==> src/rtl/chrisruk_matrix_rx.sv <==
// chrisruk_matrix_rx: clock/data LED-strip frame receiver rebuilding a 64-pixel bitmap; SNAKE_UNMAP_EN enables snake-to-raster indexing
module chrisruk_matrix_rx #(
  parameter int          NUM_LEDS  = 64,
  parameter logic [31:0] ON_COLOUR = 32'hf00f0000,
  parameter int          SOF_ZEROS = 32
) (
  input  logic        clk,
  input  logic        reset,
  input  logic        strip_clk,
  input  logic        strip_data,
  output logic        word_valid,
  output logic [31:0] word,
  output logic [5:0]  led_idx,
  output logic        frame_done,
  output logic [63:0] pixels,
  output logic        hdr_err,
  output logic        busy
);
  localparam int ZW = $clog2(SOF_ZEROS + 1);
  typedef enum logic [1:0] {HUNT, SOF, LED} state_t;
  state_t         state_q;
  logic [2:0]     sclk_q;
  logic [1:0]     sdat_q;
  logic           ev_q, bit_q;
  logic [ZW-1:0]  zcnt_q, zcnt_d;
  logic [4:0]     bitcnt_q;
  logic [5:0]     pos_q, idx_d;
  logic [30:0]    shift_q;
  logic [31:0]    word_d;
  logic [63:0]    shadow_q, shadow_d;
  logic           hdr_ok, last;
  always_comb begin
    word_d = {shift_q, bit_q};
`ifdef SNAKE_UNMAP_EN
    idx_d = pos_q[3] ? pos_q : {pos_q[5:3], ~pos_q[2:0]};
`else
    idx_d = pos_q;
`endif
    shadow_d = shadow_q;
    shadow_d[idx_d] = (word_d == ON_COLOUR);
    hdr_ok = (word_d[31:29] == 3'b111);
    last = (pos_q == 6'(NUM_LEDS - 1));
    zcnt_d = (zcnt_q == ZW'(SOF_ZEROS)) ? zcnt_q : zcnt_q + 1'b1;
  end
  // bit events are re-registered so pulses land on the third edge after strip_clk is first sampled high
  always_ff @(posedge clk) begin
    if (reset) begin
      state_q    <= HUNT;
      sclk_q     <= '0;
      sdat_q     <= '0;
      ev_q       <= 1'b0;
      bit_q      <= 1'b0;
      zcnt_q     <= '0;
      bitcnt_q   <= '0;
      pos_q      <= '0;
      shift_q    <= '0;
      shadow_q   <= '0;
      word_valid <= 1'b0;
      word       <= '0;
      led_idx    <= '0;
      frame_done <= 1'b0;
      pixels     <= '0;
      hdr_err    <= 1'b0;
      busy       <= 1'b0;
    end else begin
      sclk_q     <= {sclk_q[1:0], strip_clk};
      sdat_q     <= {sdat_q[0], strip_data};
      ev_q       <= sclk_q[1] & ~sclk_q[2];
      bit_q      <= sdat_q[1];
      word_valid <= 1'b0;
      frame_done <= 1'b0;
      hdr_err    <= 1'b0;
      if (ev_q) begin
        case (state_q)
          HUNT: begin
            zcnt_q <= bit_q ? '0 : zcnt_d;
            if (!bit_q && zcnt_d == ZW'(SOF_ZEROS)) state_q <= SOF;
          end
          SOF: if (bit_q) begin
            state_q  <= LED;
            busy     <= 1'b1;
            bitcnt_q <= 5'd1;
            pos_q    <= '0;
            shift_q  <= 31'd1;
          end
          LED: begin
            shift_q  <= word_d[30:0];
            bitcnt_q <= bitcnt_q + 5'd1;
            if (bitcnt_q == 5'd31) begin
              if (!hdr_ok) begin
                hdr_err  <= 1'b1;
                shadow_q <= '0;
                zcnt_q   <= '0;
                state_q  <= HUNT;
                busy     <= 1'b0;
              end else begin
                word_valid <= 1'b1;
                word       <= word_d;
                led_idx    <= idx_d;
                pos_q      <= pos_q + 6'd1;
                shadow_q   <= last ? '0 : shadow_d;
                if (last) begin
                  pixels     <= shadow_d;
                  frame_done <= 1'b1;
                  zcnt_q     <= '0;
                  state_q    <= HUNT;
                  busy       <= 1'b0;
                end
              end
            end
          end
          default: state_q <= HUNT;
        endcase
      end
    end
  end
endmodule
==> config.mk <==
export PLATFORM = sky130hd
export DESIGN_NAME = chrisruk_matrix_rx
export DESIGN_NICKNAME = d
export VERILOG_FILES = /design/src/rtl/chrisruk_matrix_rx.sv
export SDC_FILE = /design/constraint.sdc
export NUM_CORES = 1
export LEC_CHECK = 0
export ABC_AREA = 1
export BUFFER_PORTS_ARGS = -buffer_cell sky130_fd_sc_hd__buf_2
export CAP_MARGIN = 10
export CORE_AREA = 2 2 145 147
export DETAILED_ROUTE_END_ITERATION = 16
export DIE_AREA = 0 0 147 149
export PLACE_DENSITY = 0.69
export SLEW_MARGIN = 20
export SYNTH_ARGS = -nofsm -noshare
export SYNTH_HDL_FRONTEND = slang
export SYNTH_SLANG_ARGS = --single-unit
==> constraint.sdc <==
create_clock -name clk -period 2.65 [get_ports clk]
set_clock_uncertainty 0.05 [all_clocks]
set_input_delay 0.1325 -clock clk [delete_from_list [all_inputs] [get_ports clk]]
set_output_delay 0.1325 -clock clk [all_outputs]
set_load 0.01 [all_outputs]
==> results.md, run 1 <==
Global route:
- The largest net degree at the start of global routing is 151.
- The via count of the first global-routing pass is 8219.
- The total overflow left after global routing is 0.
- The global-route wire length before repair is 38740 um.
- The initial antenna violation count was 0.
- The overall routing resource usage is 20.89%.

STA:
- Headroom to the max-slew limit came out at 51.43%.
- Static timing analysis puts the maximum clock frequency at 426.1 MHz.
- The clock period could shrink to 2.347 ns.
- The number of hold violations in the final report is 0.
- At the pin with the least slew margin, the transition time is 0.7260 ns.
- Setup repair after global routing left no endpoint under its margin.
- The max-slew violation total from the final report is 0.
- The fraction of the cycle the final worst path needs is 88.56%.
- Adding up every negative setup slack in the final design gives 0 ns.
- The final worst slack is 0.3032 ns.
- The final setup violation count is 0.

Detailed routing:
- In this run, the number of DRC markers left after iteration 0 of detailed routing was 607.
- The number of remaining DRC errors is 0.
- The number of detailed-route iterations in the first pass is 6.
- The via density per instance is 4.935.
- The routed wire length is 23160 um.
- Summing over every cut layer, the via total after detailed routing is 9120.
- In the final routed layout, each cell accounts on average for 12.53 um.
- The detail route stage leaves a number of antenna-violating nets equal to 0.

Clock tree:
- The post-CTS repair timing setup buffer count is 0.
- The number of levels the H-tree was split into is 1.
- Clock tree synthesis found a total of 227 sinks.
- The post-CTS resize count is 0.
- In this run the deepest clock path goes through 3 buffers.
- The number of clock buffers added by TritonCTS is 25.
- The root buffer cell chosen for the clock tree is clkbuf_16.
- The TritonCTS clock tree is yes.
- The clock-pin slew on the worst setup and hold paths is 0.06 ns.
- Clock latency on the worst-skew pair, taken at its later pin, is 0.52 ns.
- Buffers inserted to repair hold after CTS numbered 2.

Yosys:
- For this run, the register share of the synthesized area comes to 45.32%.
- The netlist area before placement is 10030 um2.
- The synthesis warning total is 0.
- The number of instances in the synthesized netlist is 1477.
- The number of distinct library cells after synthesis is 25.
- The post-synth net total is 1486.
- Dividing the synthesized area by the synthesized cell count gives 6.790 um2.
- The flip-flop and latch count after synthesis is 227.

Cells and area:
- After routing the design area is 11590 um2.
- In the layout the commonest cells are 396 x nand2_1, 273 x nor2_1, 227 x dfxtp_1.
- The diode insertion count for antenna repair is 0.
- The area growth from synthesis to layout is 15.62%.
- In the final layout, the share of cells above drive strength 1 is 14.75%.
- The commonest non-fill, non-tap cell in the layout is nand2_1.
- The final net count is 1566.

Worst setup path:
- The worst-path maximum fanout is 78.
- For the worst flop-to-flop path, the logic depth is 13.
- The worst reg-to-reg setup slack is 0.30 ns.
- The data arrival at the endpoint of the critical path is 2.77 ns.
- The worst register-to-register path begins at bitcnt_q[0].
- The most critical setup path has its endpoint at pixels[29].
- The worst setup path is captured at a register.
- The launching instance or port of the critical path is bitcnt_q[0].
- For the worst setup path, the data required time is 3.07 ns.
- The critical path is of the register to register type.
- The startpoint type of the worst setup path is a register.
- The worst register-to-register path ends at pixels[29].

Placement:
- The final weighted congestion in routability-driven placement is 0.8470.
- In this run the cell area measured after placement is 10740 um2.
- The count of port buffers added during placement is 109.
- Prior to clock tree synthesis, the placed netlist has a worst setup slack of 0.3260 ns.
- The HPWL after detailed placement is 14410 um.

Floorplanning:
- The die is 149 um tall.
- The floorplan step defined a die boundary enclosing 21900 um2.
- The core box area is 20560 um2.
- The die extent in x is 147 um.
- The initial utilization of the core area, before any placement, comes to 48.78%.
- The number of placed I/O pins is 110.
- The total number of placement rows is 53.

Run:
- The total of max-cap violations is 0.

Power and ir drop:
- Power spread over the standard cell area amounts to 606.7 nW/um2.
- The peak supply drop is 520.1 uV.
- The static leakage is 0.005407 uW.

Status:
- The run finished with clean final reports.

Worst hold path:
- The class of the most critical hold timing path is input pin to register.
-- cell families (layout without fill, tap and decap cells) --
| family | Yosys count | count (layout) | share of synthesized area [%] |
|---|---|---|---|
| xor gates and xnor gates | 4 | 4 | 0.3493 |
| and+or+nand+nor | 838 | 838 | 34.47 |
| adders and majority gates | 5 | 5 | 0.6238 |
| buffers and inverters | 220 | 316 | 9.158 |
| DFF | 227 | 227 | 45.32 |
| AOI/OAI and AO/OA | 183 | 183 | 10.08 |
-- final cells by class --
cell class | instances | area (um2)
fillers | 1980 | 8962
clock inverters | 7 | 113.9
repair buffers | 124 | 740.7
multi-input cells | 1030 | 4576
well taps | 275 | 344.1
flip-flops and latches | 227 | 4544
clock buffers | 36 | 716.9
inverters | 149 | 559.3
-- metal layers --
metal,vias up,share of wire [%],global-route usage (%)
li1,4758,-,-
met1,4122,46,27.93
met2,204,46,35.89
met3,36,5.2,2.752
met4,0,2.3,5.481
met5,-,0,0
-- where the power goes --
group | switching [uW] | internal [uW]
logic | 72.4 | 19.8
clock network | 1360 | 2160
registers | 4.45 | 3420
-- stage by stage --
step | cells | hold slack, ns | util, % | power (uW)
floorplan | 1477 | 0.1895 | - | 3565
global placement | 1803 | 0.2867 | 52.26 | 3591
detailed placement | 1803 | 0.2965 | 52.26 | 3591
CTS | 1848 | 0.1708 | 56.40 | 7105
global route | 1848 | 0.2238 | 56.40 | 7242
finish | 1848 | 0.1739 | 56.40 | 7034
-- synth_stat cells --
| library cell | instances | share of area, % |
|---|---|---|
| nand2_1 | 397 | 15 |
| nor2_1 | 274 | 10 |
| dfxtp_1 | 227 | 45 |
| inv_1 | 149 | 5.6 |
| a21oi_1 | 109 | 5.4 |
| nand3_1 | 87 | 4.3 |
| or2_2 | 65 | 4.1 |
| o21ai_0 | 39 | 1.9 |
| clkbuf_1 | 35 | 1.3 |
| a211oi_1 | 30 | 2.2 |
| buf_2 | 17 | 0.85 |
| buf_4 | 7 | 0.52 |
| nor3_1 | 7 | 0.35 |
| buf_1 | 6 | 0.22 |
| buf_6 | 6 | 0.67 |
| ha_1 | 5 | 0.62 |
| xor2_1 | 4 | 0.35 |
| o21a_1 | 3 | 0.22 |
| nand2_2 | 2 | 0.12 |
| nand4_1 | 2 | 0.12 |
| nor3b_1 | 2 | 0.15 |
| a21oi_4 | 1 | 0.16 |
| a31oi_1 | 1 | 0.062 |
| nand3_2 | 1 | 0.10 |
| nor2_4 | 1 | 0.11 |
-- critical path: stages, from the launching register on --
cell and delay (ns):
dfxtp_1 0.37, ha_1 0.18, inv_1 0.05, nor3_1 0.13, ha_1 0.20, nand2_1 0.06, nor2_1 0.18, nand2_1 0.23
nor2_4 0.21, buf_12 0.30, nor2_1 0.07, nor2_1 0.11, nand2_1 0.06, inv_1 0.04
-- state kept, by name, summed over array words and instances (netlist names) --
signal	cells
pixels	64
hdr_err	1
frame_done	1
led_idx	6
shift_q	31
bitcnt_q	5
word_valid	1
ev_q	1
zcnt_q	6
sclk_q	3
idx_d	6
busy	1
sdat_q	2
shadow_q	64
bit_q	1
word	32
state_q	2
-- worst min path at each step --
stage,from,endpoint,depth (start not counted)
3_5_place_dp,strip_data,sdat_q[0],3
2_1_floorplan,strip_clk,sclk_q[0],2
3_3_place_gp,strip_data,sdat_q[0],3
6_report,reset,word[31],5
5_1_grt,reset,word[10],5
4_1_cts,reset,word[31],5
No activity file was read; power rests on OpenSTA's default activity.
==> run 2: changes to the inputs <==
BUFFER_PORTS_ARGS = unset   (was -buffer_cell sky130_fd_sc_hd__buf_2)
DONT_BUFFER_PORTS = 1   (was unset)
PLACE_DENSITY = unset   (was 0.69)
==> run 2 against run 1 <==
Net effect: power down 2.0%; worst hold slack worse by 0.14 ns; first-iteration DRC count is 25% lower; sequential cell count stayed put; routed wire length up 2.1%; combinational power is 4.9% higher; cell count shrank 5.3%; die area is the same; register-to-register slack lost 0.13 ns; count of clock-buffer cells in the layout fell by 6; core utilization fell by 1.9 points; largest cell class unchanged.
==> results.md, run 2 (synthesized netlist as in run 1, its figures left out) <==
Detailed routing:
- The number of remaining DRC errors is 0 (unchanged).
- The number of detailed-route iterations in the first pass is 5 (-1).
- The via density per instance is 4.899 (-0.72%).
- The overall via count from detail_route was 8574 (-6.0%).
- The number of antenna-violating nets in the routed design came to 0 (unchanged).
- The routed wire length was 23650 um (+2.1%).
- The number of DRC violations after detailed-routing iteration 0 is 456 (-25%).
- The average wire per standard cell is 13.51 um (+7.8%).

Clock tree:
- The total number of clock tree sinks is 227 (unchanged).
- The clock-pin slew on the worst setup and hold paths is 0.07 ns (about the same).
- The cell at the root of the clock tree is clkbuf_16.
- The number of levels the H-tree was split into is 1 (unchanged).
- The clock insertion delay at the later pin of the skew report is 0.52 ns (about the same).
- The maximum count of clock buffers along a single path came to 3 (unchanged).
- The CTS buffer count came to 25 (unchanged).
- The TritonCTS clock tree is yes.

STA:
- The fraction of the cycle the final worst path needs is 93.56% (+5.0 points).
- The max-slew violation total from the final report is 0 (unchanged).
- The minimum clock period came to 2.479 ns (+0.1326 ns).
- The slew at the pin closest to its max-slew limit is 0.6957 ns (-0.03032 ns).
- The relative slew slack was 53.49% (+2.1 points).
- Setup repair after global routing left no endpoint under its margin.
- The number of hold violations in the final report is 0 (unchanged).
- The maximum clock frequency came to 403.3 MHz (-5.3%).
- The final setup violation count was 0 (unchanged).
- The final-layout setup total negative slack is 0 ns (unchanged).

Global route:
- The aggregate global routing overflow is 0 (unchanged).
- The via count of the first global-routing pass is 7943 (-3.4%).
- The initial antenna violation count is 0 (unchanged).
- The overall routing resource usage came to 21.12% (+0.23 points).
- The largest net degree at the start of global routing was 142 (-6.0%).
- The global-route wire length before repair came to 38560 um (-0.46%).

Cells and area:
- Leaving out fill and tap cells, the most frequent cell in the layout is nand2_1.
- The diode insertion count for antenna repair is 0 (unchanged).
- The share of layout cells above drive strength 1 is 9.153% (-5.6 points).
- The layout-stage area growth over the synthesis result is 11.69%.
- The final net count is 1469 (-6.2%).
- The largest registers in the layout are pixels (64), shadow_q (64), word (32).
- The library cells used most frequently in the layout, excluding fill and tap cells, are 394 x nand2_1, 272 x nor2_1, 224 x dfxtp_1.

Power and ir drop:
- The ratio of total power to cell area was 615.7 nW/um2 (+1.5%).
- The total power was 6896 uW (-2.0%).
- The peak supply drop is 678.6 uV (+30%).
- The static leakage came to 0.004851 uW (-10%).

Worst setup path:
- The data required time of the worst path is 3.07 ns (about the same).
- The startpoint type of the worst setup path is a register.
- STA classifies the critical path endpoint as a register.
- The worst-path maximum fanout was 4 (-95%).
- The setup path with the least slack is of type register to register.
- The data arrival at the endpoint of the critical path is 2.89 ns (+0.12 ns).

Status:
- The flow ran to the end, and the final reports show no timing, DRC or antenna violations.

Run:
- The total of max-cap violations is 0 (unchanged).

Floorplanning:
- The die extent in x is 147 um (unchanged).
- The number of placed I/O pins is 110 (unchanged).
- The overall die height is 149 um (unchanged).
- The overall die area is 21900 um2 (unchanged).
- The total number of placement rows came to 53 (unchanged).
- The initial standard-cell utilization of the core is 48.78% (unchanged).
- The core box area is 20560 um2 (unchanged).

Placement:
- The count of port buffers added during placement is 0 (-100%).
- The final weighted congestion in routability-driven placement is 0.8009 (-5.4%).
- The HPWL after detailed placement is 13950 um (-3.2%).

Worst hold path:
- The class of the most critical hold timing path is input pin to register.
-- run 2: cell types whose count changed in the layout (fill, tap and decap cells not counted), sizes merged --
cell         delta
clkinvlp        +5
buf           -108
dlygate4sd3    +10
clkbuf          -5
clkinv          +1
bufinv          -1
-- run 2: final cells by class --
class                   instances  area, um2
multi-input cells            1030       4596
clock buffers                  30      654.4
flip-flops and latches        227       4548
clock inverters                12      141.4
repair buffers                 27      357.8
fillers                      2069       9356
inverters                     149      559.3
well taps                     275      344.1
-- run 2: critical path: stages (launching register included) --
cell	delay, ns
dfxtp_2	0.35
ha_2	0.17
inv_1	0.05
nor3_2	0.12
ha_2	0.21
o21ai_1	0.09
nor2_1	0.16
nand4_1	0.24
or2_4	0.32
a21oi_1	0.11
dlygate4sd3_1	0.55
-- run 2: final timing paths --
path / startpoint / end / slack, ns / cells after the start
setup reg to reg: bitcnt_q[0] / zcnt_q[1] / 0.17 / 10
hold / removal: reset / shadow_q[3] / 0.03 / 2
hold reg to reg: sclk_q[2] / ev_q / 0.34 / 1
setup / recovery: bitcnt_q[0] / zcnt_q[1] / 0.17 / 10
-- run 2: power breakdown --
| part | switching [uW] | total, uW | leakage, uW | internal [uW] |
|---|---|---|---|---|
| logic | 72.8 | 96.7 | 0.00265 | 23.9 |
| clock network | 1410 | 3380 | 0.000373 | 1970 |
| registers | 4.61 | 3420 | 0.00183 | 3420 |
-- run 2: timing repair --
item | in CTS | in global routing
gates resized for setup | 0 | 11
buffers inserted | 0 | 1
endpoints found under the setup margin | 0 | 4
hold buffers | 13 | 0
hold endpoints to repair | 154 | 0
-- run 2: stage by stage --
stage / util, % / cell area [um2] / hold WS [ns] / worst slack [ns] / instances
final: 54.49 / 11200 / 0.03196 / 0.1706 / 1750
after global routing: 54.49 / 11200 / 0.08653 / 0.01513 / 1750
after CTS: 54.21 / 11140 / 0.04831 / 0.06496 / 1748
after detailed placement: 49.62 / 10200 / 0.1711 / 0.2897 / 1693
after global placement: 49.62 / 10200 / 0.1684 / 0.3903 / 1693
after floorplan: - / 10030 / 0.1895 / 0.6451 / 1477
-- run 2: routing by layer --
metal	vias up	wire length, um	track usage, %
met5	-	0	0
met4	0	403	4.663
met3	32	1379	4.954
met2	154	10850	36.10
met1	3835	11010	27.37
li1	4553	-	-
